### config.mk
export PLATFORM = sky130hd
export DESIGN_NAME = branch_predict_unit
export DESIGN_NICKNAME = d
export VERILOG_FILES = /design/src/rtl/branch_predict_unit.sv
export SDC_FILE = /design/constraint.sdc
export NUM_CORES = 1
export LEC_CHECK = 0
export BUFFER_PORTS_ARGS = -buffer_cell sky130_fd_sc_hd__buf_4
export CORE_ASPECT_RATIO = 0.7
export CORE_MARGIN = 2
export CORE_UTILIZATION = 60
export CTS_BUF_LIST = sky130_fd_sc_hd__clkbuf_2 sky130_fd_sc_hd__clkbuf_4 sky130_fd_sc_hd__clkbuf_8
export DETAILED_ROUTE_END_ITERATION = 7
export PLACE_DENSITY = 0.78
export SLEW_MARGIN = 20
export SYNTH_ARGS = -nofsm -noshare
export SYNTH_HDL_FRONTEND = slang
export SYNTH_SLANG_ARGS = --single-unit
### constraint.sdc
create_clock -name clk -period 5.85 [get_ports clk]
set_clock_uncertainty 0.2 [all_clocks]
set_input_delay 0 -clock clk [delete_from_list [all_inputs] [get_ports clk]]
set_output_delay 0 -clock clk [all_outputs]
set_load 0.02 [all_outputs]
### src/rtl/branch_predict_unit.sv
// Direct-mapped branch target buffer with 2-bit direction counters, a zero-latency
// combinational lookup port, a single resolve/update port and saturating statistics.
module branch_predict_unit #(
  parameter int ENTRIES = 16,
  parameter int AW      = 32,
  parameter int CW      = 16
) (
  input  logic          clk,
  input  logic          rst,
  input  logic          clr,
  input  logic [AW-1:0] lk_pc,
  output logic          lk_taken,
  output logic [AW-1:0] lk_target,
  input  logic          upd_valid,
  input  logic [AW-1:0] upd_pc,
  input  logic          upd_taken,
  input  logic [AW-1:0] upd_target,
  input  logic          upd_pred_taken,
  input  logic [AW-1:0] upd_pred_target,
  output logic          mispredict,
  output logic [CW-1:0] br_cnt,
  output logic [CW-1:0] miss_cnt
);

  localparam int IW = $clog2(ENTRIES);
  localparam int TW = AW - IW - 2;

  // Control state (reset) and payload state (never reset) kept in separate arrays.
  logic [ENTRIES-1:0] valid_q;
  logic [1:0]         ctr_q [ENTRIES];
  logic [TW-1:0]      tag_q [ENTRIES];
  logic [AW-1:0]      tgt_q [ENTRIES];

  logic [IW-1:0] lk_idx;
  logic [TW-1:0] lk_tag;
  logic          lk_hit;
  logic [IW-1:0] upd_idx;
  logic [TW-1:0] upd_tag;
  logic          upd_hit;
  logic          ent_we;
  logic          alloc;
  logic          train;
  logic          unused_pc_lsb;

  function automatic logic [1:0] ctr_next(input logic [1:0] ctr, input logic taken);
    if (taken) return (ctr == 2'b11) ? 2'b11 : ctr + 2'b01;
    else       return (ctr == 2'b00) ? 2'b00 : ctr - 2'b01;
  endfunction

  function automatic logic [CW-1:0] sat_inc(input logic [CW-1:0] v);
    return (&v) ? v : v + CW'(1);
  endfunction

  // Lookup: purely combinational, reads pre-update contents.
  assign lk_idx    = lk_pc[IW+1:2];
  assign lk_tag    = lk_pc[AW-1:IW+2];
  assign lk_hit    = valid_q[lk_idx] && (tag_q[lk_idx] == lk_tag);
  assign lk_taken  = lk_hit && ctr_q[lk_idx][1];
  assign lk_target = lk_taken ? tgt_q[lk_idx] : lk_pc + AW'(4);

  // Resolve side: hit detection and write qualification.
  assign upd_idx       = upd_pc[IW+1:2];
  assign upd_tag       = upd_pc[AW-1:IW+2];
  assign upd_hit       = valid_q[upd_idx] && (tag_q[upd_idx] == upd_tag);
  assign unused_pc_lsb = ^upd_pc[1:0];

  assign mispredict = upd_valid &&
                      ((upd_taken != upd_pred_taken) ||
                       (upd_taken && upd_pred_taken && (upd_target != upd_pred_target)));

  // clr and rst both suppress any entry write in the same cycle.
  assign ent_we = upd_valid && !clr && !rst;
  assign alloc  = ent_we && !upd_hit && upd_taken;
  assign train  = ent_we && upd_hit;

  always_ff @(posedge clk) begin
    if (rst) begin
      valid_q <= '0;
      for (int i = 0; i < ENTRIES; i++) ctr_q[i] <= 2'b00;
    end else if (clr) begin
      valid_q <= '0;
    end else if (alloc) begin
      valid_q[upd_idx] <= 1'b1;
      ctr_q[upd_idx]   <= 2'b10;
    end else if (train) begin
      ctr_q[upd_idx] <= ctr_next(ctr_q[upd_idx], upd_taken);
    end
  end

  always_ff @(posedge clk) begin
    if (alloc) tag_q[upd_idx] <= upd_tag;
    if (ent_we && upd_taken) tgt_q[upd_idx] <= upd_target;
  end

  always_ff @(posedge clk) begin
    if (rst) begin
      br_cnt   <= '0;
      miss_cnt <= '0;
    end else if (upd_valid) begin
      br_cnt <= sat_inc(br_cnt);
      if (mispredict) miss_cnt <= sat_inc(miss_cnt);
    end
  end

endmodule
== Word-level counts from Yosys, hierarchy flattened ==
Memory sizes are Yosys's and may differ from the RTL's.
Cells that the tools add are included.
Operators by class
  add/sub/neg operators: 5
  order comparisons: 3
  eq/ne operators: 5
  mux-type cells: 32
  bitwise operators: 4
  reductions and logical operators: 24
Operator list (count)
  26-bit == test: 2
  16-bit by 1-bit adder with 16-bit output, second input constant: 2
  32-bit by 3-bit adder with 32-bit output, second input constant: 1
  32-bit two-way mux: 1
  32-bit inequality test: 1
  16-bit AND reduction: 2
  1-bit two-way mux: 18
  2-bit two-way mux: 9
  16-bit bitwise OR: 1
  1-bit logical AND: 13
  4-bit by 5-bit less-than comparator with 1-bit output, second input constant: 2
  1-bit binary-select mux with 4-bit select: 2
  1-bit demux with 4-bit select: 1
  4-bit by 1-bit >= comparator with 1-bit output, second input constant: 1
  4-bit two-way mux: 1
  2-bit OR reduction: 2
  1-bit logical NOT: 3
  3-bit AND reduction: 1
  2-bit by 1-bit adder with 2-bit output, second input constant: 1
  2-bit == test, second input constant: 1
  2-bit logical NOT: 1
  1-bit inverter: 2
  2-bit AND reduction: 1
  2-bit by 1-bit subtractor with 2-bit output, second input constant: 1
  other kinds (3): 3
Storage, ports and cells
  register bits after elaboration: 48
  memory bits (writable): 960
  input bits: 134
  word-level logic and storage cells: 79
  memories: 3
Memory list
  tgt_q: depth 16, width 32, rd ports 1, clocked after Yosys merged registers in 0, write ports 1, RTL line 32  | logic [AW-1:0] tgt_q [ENTRIES];
  tag_q: depth 16, width 26, rd ports 2, clocked after Yosys merged registers in 0, write ports 1, RTL line 31  | logic [TW-1:0] tag_q [ENTRIES];
  ctr_q: depth 16, width 2, rd ports 2, clocked after Yosys merged registers in 0, write ports 16, RTL line 30  | logic [1:0] ctr_q [ENTRIES];

== Longest topological paths before layout ==
  depth after elaboration: 13
  gate-level depth with buffers: 15
  mapped depth without buffers: 9

== Worst setup path after synthesis ==
Ideal clock, no wire load.
  path type: input to register
  from: input upd_pc[2]
  to: memory tag_q[8][0] (netlist name), enable pin
  setup time: 0.409 ns
  arrival: 3.513 ns
  required time: 5.241 ns
  setup slack: 1.728 ns
  stages: 14
  buffers on the path: 6
  cells stage by stage: buf_6 > buf_8 > buf_6 > buf_4 > buf_4 > mux4_2 > mux2i_1 > xnor2_1 > nor3_1 > a41oi_1 > or4_4 > nand2_1 > buf_2 > nor2_1
On the way
  word-level cells in the longest chain between the ends: 8
  elaborated cells between the ends (all ways): 10
  classes of those cells: eq/ne (1); mux (4); reduce/logical (4); memory (1)
RTL lines
  start, declared: RTL line 15  | input logic [AW-1:0] upd_pc,
  memory 16 x 26 bit or 1-bit binary-select mux with 4-bit select (tied branches)
  26-bit == test or 1-bit two-way mux (tied branches): RTL line 64  | assign upd_hit = valid_q[upd_idx] && (tag_q[upd_idx] == upd_tag);
  1-bit logical AND: RTL line 64
  1-bit logical NOT: RTL line 73  | assign alloc = ent_we && !upd_hit && upd_taken;
  1-bit logical AND (2 in series): RTL line 73
  1-bit two-way mux: RTL line 91  | if (alloc) tag_q[upd_idx] <= upd_tag;
  1-bit two-way mux (not written as such): RTL line 91
  end, declared: RTL line 31
Several ways; a longest one is shown, not always the timed one. The select of a mux whose other input is x is not followed.

==> flow_summary_export.csv <==
group,metric,value,unit
clock_network,worstSkewPairLatency,0.83,ns
clock_network,postCtsSetupBuffers,0,
global_route,grt_pass1_vias,26862,
global_route,grt_usage,0.334,
setup_path,regToRegStartpoint,"tag_q[12][18]",
clock_network,cts_resized,0,
floorplan,rows,83,
setup_path,reg2reg_depth,9,
global_route,grt.overflow.total,0,
route,final_antenna_net_count,0,
layout,fillers,4419,
global_route,grt_antenna_before_repair,9,
timing,rsz0062_at_grt,"false",
route,vias_per_cell,7.04,
clock_network,cts_tree,"yes",
pwr,power.density,284,nW/um2
timing,final-hold-violation-count,0,
hold_path,hold_depth,5,
pwr,ir_worst_vdd,0.000233,V
yosys,synth-seq-cells,1008,
timing,fmax,0.187,GHz
route,dr_total_vias,27653,
yosys,synth_most_common_cell,"edfxtp_1",
clock_network,path_clk_slew,0.07,ns
clock_network,cts_buffers,148,
floorplan,start_util,0.609,
placement,io_buffers,197,
timing,slew_violations,0,
placement,place_congestion,0.962,
outcome,outcome,"completed",
setup_path,worstPathRequired,5.65,ns
yosys,synth_async_sr_flop_share,0,
route,dr.pass1.iters,6,
route,routedWlPerCell,32.3,um
setup_path,rr_endpoint,"ctr_q[13][1]",
route,drc_errors,0,
hold_path,hold_class,"in2reg",
layout,seqCellArea,29800,um2
setup_path,start_kind,"flop",
yosys,syn_nets,2565,
hold_path,min_to,"valid_q[4]",
clock_network,clk_path_buf_depth,3,
route,drtIter0Drc,4549,
setup_path,r2r_slack,1.03,ns
placement,dp.cells,3533,
layout,drive_gt1_frac,0.322,
yosys,synth_common_cells,"edfxtp_1, mux4_2, nor2_1",
timing,finalCritPeriodShare,0.914,
yosys,avgSynthCellArea,18.5,um2
setup_path,arrival,5.15,ns
yosys,netlist_area,44900,um2
route,drt-total-wl,127000,um
layout,instances_no_fill,3927,
pwr,p_total,0.0148,W
floorplan,die_x,331,um
timing,fin_tns_setup,0,ns
pwr,power.leakage,17.1,nW
clock_network,cts.sinks,1008,
hold_path,hold_start,"clr",
placement,dp_hpwl,79000,um
setup_path,endpoint_kind,"primary output",
clock_network,clockRootBuffer,"clkbuf_8",
layout,final_nets,2974,
layout,syn2layout_area_growth,15.7,%
yosys,yosys-top-cells-area,"edfxtp_1, mux4_2, mux2i_1",
setup_path,path_class,"reg2out",
floorplan,dieArea,77100,um2
yosys,synth_edf_count,960,
yosys,synth_cell_type_count,86,
yosys,synth_top_area_cell,"edfxtp_1",
floorplan,core_area,73700,um2
timing,worst_slack,0.504,ns
global_route,grt_first_pass_wirelength,182000,um
yosys,netlist.area_leader.share,0.642,
floorplan,die_y,233,um
timing,tightestPinTransition,1.17,ns
timing,setup-violations-final,0,
layout,multi_input_area,14500,um2
yosys,ys_warn_count,0,
yosys,synth_ff_type,"edfxtp_1",
clock_network,hold_buffers,129,
floorplan,io_pins,200,
yosys,ys_seq_area_frac,0.663,
global_route,grt_max_degree,101,
clock_network,htreeDepth,4,
placement,dp_slack,0.727,ns
timing,relSlewSlack,0.211,
yosys,postSynthCellCount,2427,
setup_path,crit_fanout,32,
timing,period_needed,5.35,ns
run,max_cap_violations,0,
-- cell usage in the layout (no fill, tap or decap), types with 13 or more instances in the layout --
master / synthesis / final
nand3_1: 42 / 42
a21oi_1: 42 / 42
nor2_1: 112 / 79
clkbuf_8: 0 / 153
dlygate4sd3_1: 1 / 128
xor2_1: 76 / 76
inv_1: 37 / 37
or3_1: 13 / 13
xnor2_1: 54 / 54
edfxtp_1: 960 / 960
nor3_1: 23 / 23
nor4_1: 16 / 16
mux2i_1: 104 / 104
nor2_4: 0 / 32
mux2_2: 47 / 47
dfxtp_1: 48 / 48
mux4_2: 355 / 355
clkinv_2: 0 / 19
o22ai_1: 15 / 15
o21ai_0: 44 / 44
nand2_1: 94 / 93
clkinv_1: 1 / 35
clkbuf_4: 1 / 40
buf_4: 9 / 255
-- state kept, by name (all words and copies together), names as in the netlist --
name,flops
br_cnt,16
miss_cnt,16
valid_q,16
ctr_q,32
tag_q,416
tgt_q,512
-- per-stage QoR --
stage | utilization | hold WS [ns] | instance area, um2
floorplan | - | -0.101 | 44900
global placement | 0.649 | 0.0882 | 47800
detailed placement | 0.649 | 0.108 | 47800
CTS | 0.705 | 0.0619 | 52000
global route | 0.705 | 0.0757 | 52000
finish | 0.705 | 0.0615 | 52000
-- power breakdown --
| group | internal (W) | switching (W) | total, W |
|---|---|---|---|
| sequential | 0.00794 | 0.0000192 | 0.00795 |
| combinational | 0.000542 | 0.000749 | 0.00129 |
| clock | 0.00283 | 0.00272 | 0.00554 |
| total | 0.0113 | 0.00348 | 0.0148 |
-- cell type report --
type	instances	area share
tap	977	0.0235
clock buffer	192	0.0460
antenna	3	0.000144
timing repair buffer	399	0.0672
multi-input combinational	1239	0.279
sequential	1008	0.573
inverter	40	0.00291
clock inverter	69	0.00871
-- how the worst max path moves through the flow --
stage | slack (ns) | cells after the start | endpoint | from
2_1_floorplan | 1.73 | 14 | tag_q[8][0] | upd_pc[2]
3_3_place_gp | 0.78 | 11 | ctr_q[5][0] | upd_pc[2]
3_5_place_dp | 0.73 | 11 | ctr_q[13][0] | upd_pc[2]
4_1_cts | 0.63 | 8 | lk_target[31] | tag_q[11][2]
5_1_grt | 0.44 | 10 | lk_target[31] | tag_q[3][4]
6_report | 0.50 | 8 | lk_target[31] | tag_q[11][2]
-- routing by layer --
metal | part of all wire | track usage | wire length (um) | vias to the layer above
met3 | 0.16 | 0.120 | 20000 | 271
met2 | 0.44 | 0.470 | 55700 | 2330
met5 | 0.00069 | 0 | 87 | -
met4 | 0.027 | 0.101 | 3440 | 16
met1 | 0.38 | 0.495 | 47700 | 14173
li1 | - | - | - | 10863
-- critical path, cell delays in order (launching register included) --
cell      delay, ns
edfxtp_1       0.42
mux4_2         0.49
mux4_2         0.64
xor2_1         0.20
nor2_1         0.50
nand4_1        0.17
or4_2          1.18
mux2_2         0.53
buf_4          0.18
-- logic make-up (layout without fill, tap and decap cells) --
group                      Yosys count  in the layout  synth area share
DFF                               1008           1008             0.663
AOI/OAI and AO/OA                  228            228            0.0360
other                                0              3                 0
muxes                              512            512             0.216
and+or+nand+nor                    364            364            0.0381
xor gates and xnor gates           130            130            0.0253
adders and majority gates            5              5           0.00134
buffers and inverters              180            700            0.0200
Note: power is estimated with default switching activity, not from simulation.
